[config.mk]
export PLATFORM = sky130hd
export DESIGN_NAME = store_narrower
export DESIGN_NICKNAME = d
export VERILOG_FILES = /design/src/rtl/store_narrower.sv
export SDC_FILE = /design/constraint.sdc
export NUM_CORES = 1
export LEC_CHECK = 0
export ABC_AREA = 0
export BUFFER_PORTS_ARGS = -buffer_cell sky130_fd_sc_hd__buf_2
export CORE_MARGIN = 1.5
export CORE_UTILIZATION = 38
export CTS_CLUSTER_SIZE = 8
export DETAILED_ROUTE_END_ITERATION = 10
export MAX_ROUTING_LAYER = met4
export PLACE_DENSITY = 0.66
export SLEW_MARGIN = 15
export SYNTH_ARGS = -nofsm -noshare
export SYNTH_HDL_FRONTEND = slang
export SYNTH_SLANG_ARGS = --single-unit
[constraint.sdc]
create_clock -name clk -period 2.7 [get_ports clk]
set_input_delay 0.135 -clock clk [delete_from_list [all_inputs] [get_ports clk]]
set_output_delay 0.135 -clock clk [all_outputs]
set_load 0.01 [all_outputs]
[src/rtl/store_narrower.sv]
`default_nettype none
// +----------------------------------------------------------------------------+
// | store_narrower: narrows byte/half/word stores onto a word-only memory     |
// | (no byte enables), using read-modify-write for sub-word stores.           |
// | Revision: 1.0                                                              |
// +----------------------------------------------------------------------------+
module store_narrower #(
  parameter int DATA_W = 32,
  parameter int ADDR_W = 32,
  parameter int MEM_AW = 30
) (
  input  logic              clk,
  input  logic              rst_n,
  input  logic              st_valid,
  output logic              st_ready,
  input  logic [ADDR_W-1:0] st_addr,
  input  logic [DATA_W-1:0] st_data,
  input  logic [1:0]        st_size,
  output logic              st_done,
  output logic              st_err,
  output logic [MEM_AW-1:0] mem_addr,
  output logic              mem_rd_en,
  input  logic [DATA_W-1:0] mem_rdata,
  output logic              mem_wr_en,
  output logic [DATA_W-1:0] mem_wdata
);

  typedef enum logic [2:0] {
    S_IDLE  = 3'd0,
    S_READ  = 3'd1,
    S_MERGE = 3'd2,
    S_WRITE = 3'd3,
    S_ERR   = 3'd4
  } state_t;

  state_t            r_state;
  state_t            w_next;
  logic [1:0]        r_lane;
  logic              r_half;
  logic [15:0]       r_data;
  logic [MEM_AW-1:0] r_mem_addr;
  logic [DATA_W-1:0] r_wdata;
  logic [DATA_W-1:0] w_merged;
  logic              w_bad;
  logic              w_accept;

  assign w_accept  = (r_state == S_IDLE) && st_valid;
  assign mem_addr  = r_mem_addr;
  assign mem_wdata = r_wdata;

  always_comb begin
    w_bad = 1'b0;
    case (st_size)
      2'b01:   w_bad = st_addr[0];
      2'b10:   w_bad = (st_addr[1:0] != 2'b00);
      2'b11:   w_bad = 1'b1;
      default: w_bad = 1'b0;
    endcase
  end

  always_comb begin
    w_next    = r_state;
    st_ready  = 1'b0;
    st_done   = 1'b0;
    st_err    = 1'b0;
    mem_rd_en = 1'b0;
    mem_wr_en = 1'b0;
    case (r_state)
      S_IDLE: begin
        st_ready = 1'b1;
        if (st_valid) begin
          if (w_bad)                  w_next = S_ERR;
          else if (st_size == 2'b10)  w_next = S_WRITE;
          else                        w_next = S_READ;
        end
      end
      S_READ: begin
        mem_rd_en = 1'b1;
        w_next    = S_MERGE;
      end
      S_MERGE: w_next = S_WRITE;
      S_WRITE: begin
        mem_wr_en = 1'b1;
        st_done   = 1'b1;
        w_next    = S_IDLE;
      end
      S_ERR: begin
        st_err = 1'b1;
        w_next = S_IDLE;
      end
      default: w_next = S_IDLE;
    endcase
  end

  // Only the addressed lane(s) take store data; the rest come from memory.
  always_comb begin
    w_merged = mem_rdata;
    if (r_half) begin
      if (r_lane[1]) w_merged[31:16] = r_data;
      else           w_merged[15:0]  = r_data;
    end else begin
      case (r_lane)
        2'd0:    w_merged[7:0]   = r_data[7:0];
        2'd1:    w_merged[15:8]  = r_data[7:0];
        2'd2:    w_merged[23:16] = r_data[7:0];
        default: w_merged[31:24] = r_data[7:0];
      endcase
    end
  end

  always_ff @(posedge clk or negedge rst_n) begin
    if (!rst_n) begin
      r_state    <= S_IDLE;
      r_lane     <= 2'b00;
      r_half     <= 1'b0;
      r_data     <= '0;
      r_mem_addr <= '0;
      r_wdata    <= '0;
    end else begin
      r_state <= w_next;
      if (w_accept) begin
        r_lane     <= st_addr[1:0];
        r_half     <= st_size[0];
        r_data     <= st_data[15:0];
        r_mem_addr <= st_addr[ADDR_W-1:2];
        if (st_size == 2'b10 && !w_bad)
          r_wdata <= st_data;
      end
      if (r_state == S_MERGE)
        r_wdata <= w_merged;
    end
  end

endmodule
`default_nettype wire

==> flow_summary.json, run 1 <==
{
  "clk_latency_ns": 0.35,
  "drtIter0Drc": 198,
  "start_util_pct": 38.87,
  "viasPerCell": 5.157,
  "yosysSeqAreaShare_pct": 52.86,
  "die_h_um": 105.3,
  "final_area_mm2": 0.005314,
  "finalHoldViolations": 0,
  "yosysWarnings": 0,
  "io_buffers": 167,
  "rsz0062_at_grt": "no",
  "final.fill_count": 928,
  "min_from": "st_addr[16]",
  "max_freq_mhz": 518.7,
  "r2r_start": "r_state[0]",
  "cts_setup_buffers": 0,
  "p_per_area_mw_per_mm2": 1156,
  "layout.area.seq_mm2": 0.002102,
  "path_max_fanout": 22,
  "ctsLongestPathBuffers": 2,
  "numCtsBuffers": 9,
  "reg2reg_depth": 4,
  "clkTransAtPathRegs_ns": 0.08,
  "first_global_vias": 3368,
  "grt_max_degree": 85,
  "syn_nets": 423,
  "placed_area_mm2": 0.004928,
  "place.gp.congestion": 0.8444,
  "grt_pass1_wl_um": 17860,
  "dpl.hpwl_um": 7986,
  "hold_depth": 2,
  "dr.pass1.iters": 4,
  "setup_viol_count_final": 0,
  "die_w_um": 105.3,
  "grt.overflow.total": 0,
  "tightest_slew_ns": 0.8007,
  "holdPathEnd": "mem_addr[14]",
  "status": "complete, no violations",
  "htree_num_levels": 3,
  "ctsResizeCount": 0,
  "drtAntennaViolNets": 0,
  "drc": 0,
  "ys_ff_latch": 84,
  "layout_worst_path_cycle_share_pct": 71.40,
  "cp.arrival_ns": 2.21,
  "avgSynthCellArea_um2": 12.35,
  "timing.rr.end": "mem_wdata[28]",
  "r2r_slack_ns": 0.77,
  "hold_class": "input port to flip-flop",
  "skew_ns": 0.005413,
  "grt_usage_pct": 21.32,
  "routed_wl_um": 11350,
  "multi_input_area_mm2": 0.001739,
  "required_ns": 2.99,
  "antenna_found_initial": 1,
  "root_buffer": "clkbuf_8",
  "ys_types": 26,
  "cts_tree": "done",
  "route.vias.total": 3321,
  "end_kind": "flip-flop",
  "startpoint_type": "flip-flop",
  "dieArea_mm2": 0.01109,
  "syn_to_final_growth_pct": 33.64,
  "tns_ns": 0,
  "drv_cap": 0,
  "ios": 168,
  "layout-drive-gt1-share_pct": 49.51,
  "wl_per_cell_um": 17.63,
  "rows": 37,
  "slew_headroom_pct": 46.49,
  "fin_nets": 603,
  "netlist_area_mm2": 0.003976,
  "leakage_nw": 2.587,
  "drv_slew": 0,
  "core_area_mm2": 0.01023,
  "synthCells": 322,
  "peakVddDrop_mv": 0.4128,
  "cts.sinks": 84,
  "min_period_ns": 1.928,
  "path_class": "flip-flop to flip-flop"
}
cell type report:
class                   instances  share of cell area, %
flip-flops and latches         84                  39.56
multi-input cells             208                  32.73
repair buffers                198                  21.21
well taps                     136                  3.202
clock buffers                  11                  2.661
clock inverters                 5                 0.5180
inverters                       1                0.07064
diodes                          1                0.04709
layer usage:
| metal | wire length [µm] | GRT usage [%] | vias up |
|---|---|---|---|
| li1 | - | - | 1566 |
| met1 | 4988 | 28.41 | 1643 |
| met2 | 5607 | 33.10 | 107 |
| met3 | 670 | 4.391 | 5 |
| met4 | 87 | 6.067 | 0 |
| met5 | 0 | - | - |
state kept, by name (all words and copies together) (netlist names):
name	cells
mem_wdata	32
mem_addr	30
r_data	16
r_state	3
r_lane	2
r_half	1
worst max-delay path by stage:
stage / start / slack [ns] / to
final: r_state[0] / 0.77 / mem_wdata[28]
after global routing: r_state[1] / 0.57 / mem_wdata[10]
after CTS: r_state[2] / 0.72 / mem_wdata[28]
after detailed placement: r_state[2] / 0.72 / mem_wdata[28]
after global placement: r_state[1] / 0.83 / mem_wdata[3]
after floorplan: r_state[2] / 1.08 / mem_wdata[25]
through the flow:
stage | total power [W] | std cells | utilization, % | setup WS [ns] | hold WS [ns]
2_1_floorplan | 0.004283 | 322 | - | 1.080 | -0.1606
3_3_place_gp | 0.005272 | 606 | 48.17 | 0.8311 | 0.3664
3_5_place_dp | 0.005375 | 606 | 48.17 | 0.7208 | 0.3713
4_1_cts | 0.006200 | 632 | 50.80 | 0.7182 | 0.0004527
5_1_grt | 0.006600 | 644 | 51.94 | 0.5705 | 0.002581
6_report | 0.006144 | 644 | 51.94 | 0.7721 | 0.01731
placed cells by master (no fill, tap or decap), types with 8 or more instances in the layout:
| master | count |
|---|---|
| buf_2 | 166 |
| dfrtp_1 | 84 |
| mux2i_1 | 32 |
| o21ai_1 | 10 |
| buf_4 | 10 |
| mux2_2 | 57 |
| and3_1 | 8 |
| o21ai_0 | 22 |
| dlygate4sd3_1 | 21 |
| clkbuf_8 | 10 |
| a221o_1 | 8 |
| nand2_1 | 12 |
| a211oi_1 | 18 |
| a22oi_1 | 24 |
worst max-delay path, stage by stage, from the launching register on:
cell	delay [ns]
dfrtp_1	0.49
nor2_1	0.21
nand2_1	0.51
a211oi_1	0.49
a221o_1	0.17
Yosys cell counts (all sizes together):
cell,instances,area share (%)
nand2b,2,0.31
a211oi,18,3.4
nor2,3,0.28
inv,1,0.094
a22oi,25,4.7
and3,8,1.3
dfrtp,84,53
buf,20,2.6
nor2b,1,0.16
mux2i,32,8.1
nor3b,2,0.38
a221o,8,2.0
clkbuf,9,0.85
mux2,57,16
nor4b,2,0.82
nand2,12,1.1
and2,1,0.16
nor3,2,0.25
a21oi,1,0.13
a21o,1,0.19
o31ai,1,0.19
o21ai,32,4.0
logic make-up after synthesis:
| kind of cell | share of synthesized area, % |
|---|---|
| multiplexers | 24.20 |
| AO/OA/AOI/OAI | 14.66 |
| flip-flops | 52.86 |
| AND/OR/NAND/NOR | 4.751 |
| buffers and inverters | 3.524 |
report_power, final:
part | internal [W] | total [W] | switching, W
Combinational | 0.00145 | 0.00290 | 0.00144
Clock | 0.000353 | 0.000792 | 0.000439
Sequential | 0.00190 | 0.00245 | 0.000551
repair_timing:
item | in CTS | in global routing
hold endpoints to repair | 10 | 94
hold buffers | 10 | 11
endpoints found under the setup margin | 0 | 0
Power figures use the tool's default switching activity.
==> run 2: changes to the inputs <==
clock period = 2 ns   (was 2.7 ns; I/O delays follow)
==> flow_summary.json, run 2 (same netlist as run 1, synthesis figures left out) <==
{
  "required_ns": 2.24,
  "min_period_ns": 1.815,
  "drv_slew": 0,
  "largest_reg_flops": 32,
  "drc": 0,
  "grt_max_degree": 52,
  "root_buffer": "clkbuf_8",
  "cp.arrival_ns": 2.06,
  "cts.sinks": 84,
  "clkTransAtPathRegs_ns": 0.09,
  "hold_depth": 3,
  "drtIter0Drc": 213,
  "hold_class": "input port to flip-flop",
  "io_buffers": 167,
  "clk_latency_ns": 0.36,
  "layout_worst_path_cycle_share_pct": 90.76,
  "layout_commonest_cell": "buf_2",
  "skew_ns": 0.01089,
  "layout-drive-gt1-share_pct": 46.64,
  "dpl.hpwl_um": 8001,
  "antenna_found_initial": 3,
  "status": "complete, no violations",
  "place.gp.congestion": 0.8174,
  "finalHoldViolations": 0,
  "ios": 168,
  "reg2reg_depth": 3,
  "rows": 37,
  "grt_usage_pct": 22.39,
  "die_h_um": 105.3,
  "tightest_slew_ns": 0.6269,
  "htree_num_levels": 3,
  "core_area_mm2": 0.01023,
  "timing.rr.end": "mem_addr[13]",
  "end_kind": "flip-flop",
  "setup_viol_count_final": 0,
  "fin_nets": 647,
  "drv_cap": 0,
  "first_global_vias": 3640,
  "max_freq_mhz": 550.9,
  "leakage_nw": 2.806,
  "rsz0062_at_grt": "no",
  "dr.pass1.iters": 4,
  "layout_common_cells": "buf_2 (166), dfrtp_1 (84), dlygate4sd3_1 (60)",
  "path_max_fanout": 26,
  "startpoint_type": "flip-flop",
  "wl_per_cell_um": 16.98,
  "drtAntennaViolNets": 0,
  "grt_pass1_wl_um": 18640,
  "ctsLongestPathBuffers": 2,
  "start_util_pct": 38.87,
  "r2r_start": "r_state[2]",
  "peakVddDrop_mv": 0.6446,
  "final_cells": 690,
  "tns_ns": 0,
  "cts_tree": "done",
  "path_class": "flip-flop to flip-flop",
  "die_w_um": 105.3,
  "routed_wl_um": 11720,
  "r2r_slack_ns": 0.18,
  "p_per_area_mw_per_mm2": 1506,
  "numCtsBuffers": 9,
  "holdPathEnd": "mem_wdata[20]",
  "min_from": "st_data[20]",
  "cts_setup_buffers": 0,
  "viasPerCell": 5.103,
  "dieArea_mm2": 0.01109,
  "dp.cells": 611,
  "grt.overflow.total": 0,
  "syn_to_final_growth_pct": 46.51,
  "route.vias.total": 3521,
  "slew_headroom_pct": 57.62,
  "power.total_w": 0.008773
}
==> run 2: cell count changes in the layout (fill, tap and decap cells not counted) <==
| cell | delta |
|---|---|
| dlygate4sd3_1 | +39 |
| buf_4 | +4 |
| clkinv_2 | -4 |
| inv_6 | +4 |
| buf_12 | +2 |
| bufinv_16 | +2 |
| diode_2 | +2 |
| buf_6 | -1 |
| clkbuf_1 | -1 |
| clkbuf_8 | -1 |
==> run 2: layer usage <==
layer | GRT usage (%) | routed length [µm] | share of wire [%] | vias to the layer above
li1 | - | - | - | 1657
met1 | 27.82 | 5190 | 44 | 1728
met2 | 36.60 | 5734 | 49 | 122
met3 | 3.958 | 611 | 5.2 | 14
met4 | 8.513 | 178 | 1.5 | 0
met5 | - | 0 | 0 | -
==> run 2: worst max-delay path by stage <==
stage | endpoint | cells past startpoint | start
after global placement | mem_addr[6] | 3 | r_state[2]
after global routing | mem_addr[13] | 3 | r_state[2]
final | mem_addr[13] | 3 | r_state[2]
after CTS | mem_addr[13] | 3 | r_state[2]
after detailed placement | mem_addr[6] | 3 | r_state[2]
after floorplan | mem_wdata[25] | 5 | r_state[2]
==> run 2: metrics by stage <==
step | hold slack [ns] | worst slack [ns] | utilization, % | area [µm²]
6_report | 0.006021 | 0.1849 | 56.94 | 5826
5_1_grt | 0.009788 | 0.08283 | 56.94 | 5826
4_1_cts | 0.002079 | 0.1674 | 56.87 | 5818
3_5_place_dp | 0.08249 | 0.1988 | 48.78 | 4991
3_3_place_gp | 0.07798 | 0.2864 | 48.78 | 4991
2_1_floorplan | -0.1956 | 0.3798 | - | 3976
==> run 2: worst max-delay path, stage by stage (launching register included) <==
cell and delay [ns]:
dfrtp_1 0.49, nor4b_4 0.43, buf_4 0.39, mux2_2 0.39
==> run 2: cell type report <==
| class | instances | area (µm²) |
|---|---|---|
| Antenna cell | 3 | 7.507 |
| Multi-Input combinational cell | 208 | 1739 |
| Timing Repair Buffer | 242 | 1577 |
| Inverter | 1 | 3.754 |
| Tap cell | 136 | 170.2 |
| Sequential cell | 84 | 2102 |
| Fill cell | 898 | 4405 |
| Clock buffer | 9 | 123.9 |
| Clock inverter | 7 | 102.6 |
==> run 2: power by group <==
part	internal, W	leakage [nW]	switching (W)
Sequential	0.00257	1.01	0.000677
Clock	0.000721	0.111	0.000661
Combinational	0.00210	1.69	0.00204
Total	0.00539	2.81	0.00338
==> run 2: timing repair <==
| action | 4_1_cts | 5_1_grt |
|---|---|---|
| gates resized for setup | 0 | 0 |
| hold endpoints to repair | 100 | 0 |
| hold buffers | 60 | 0 |
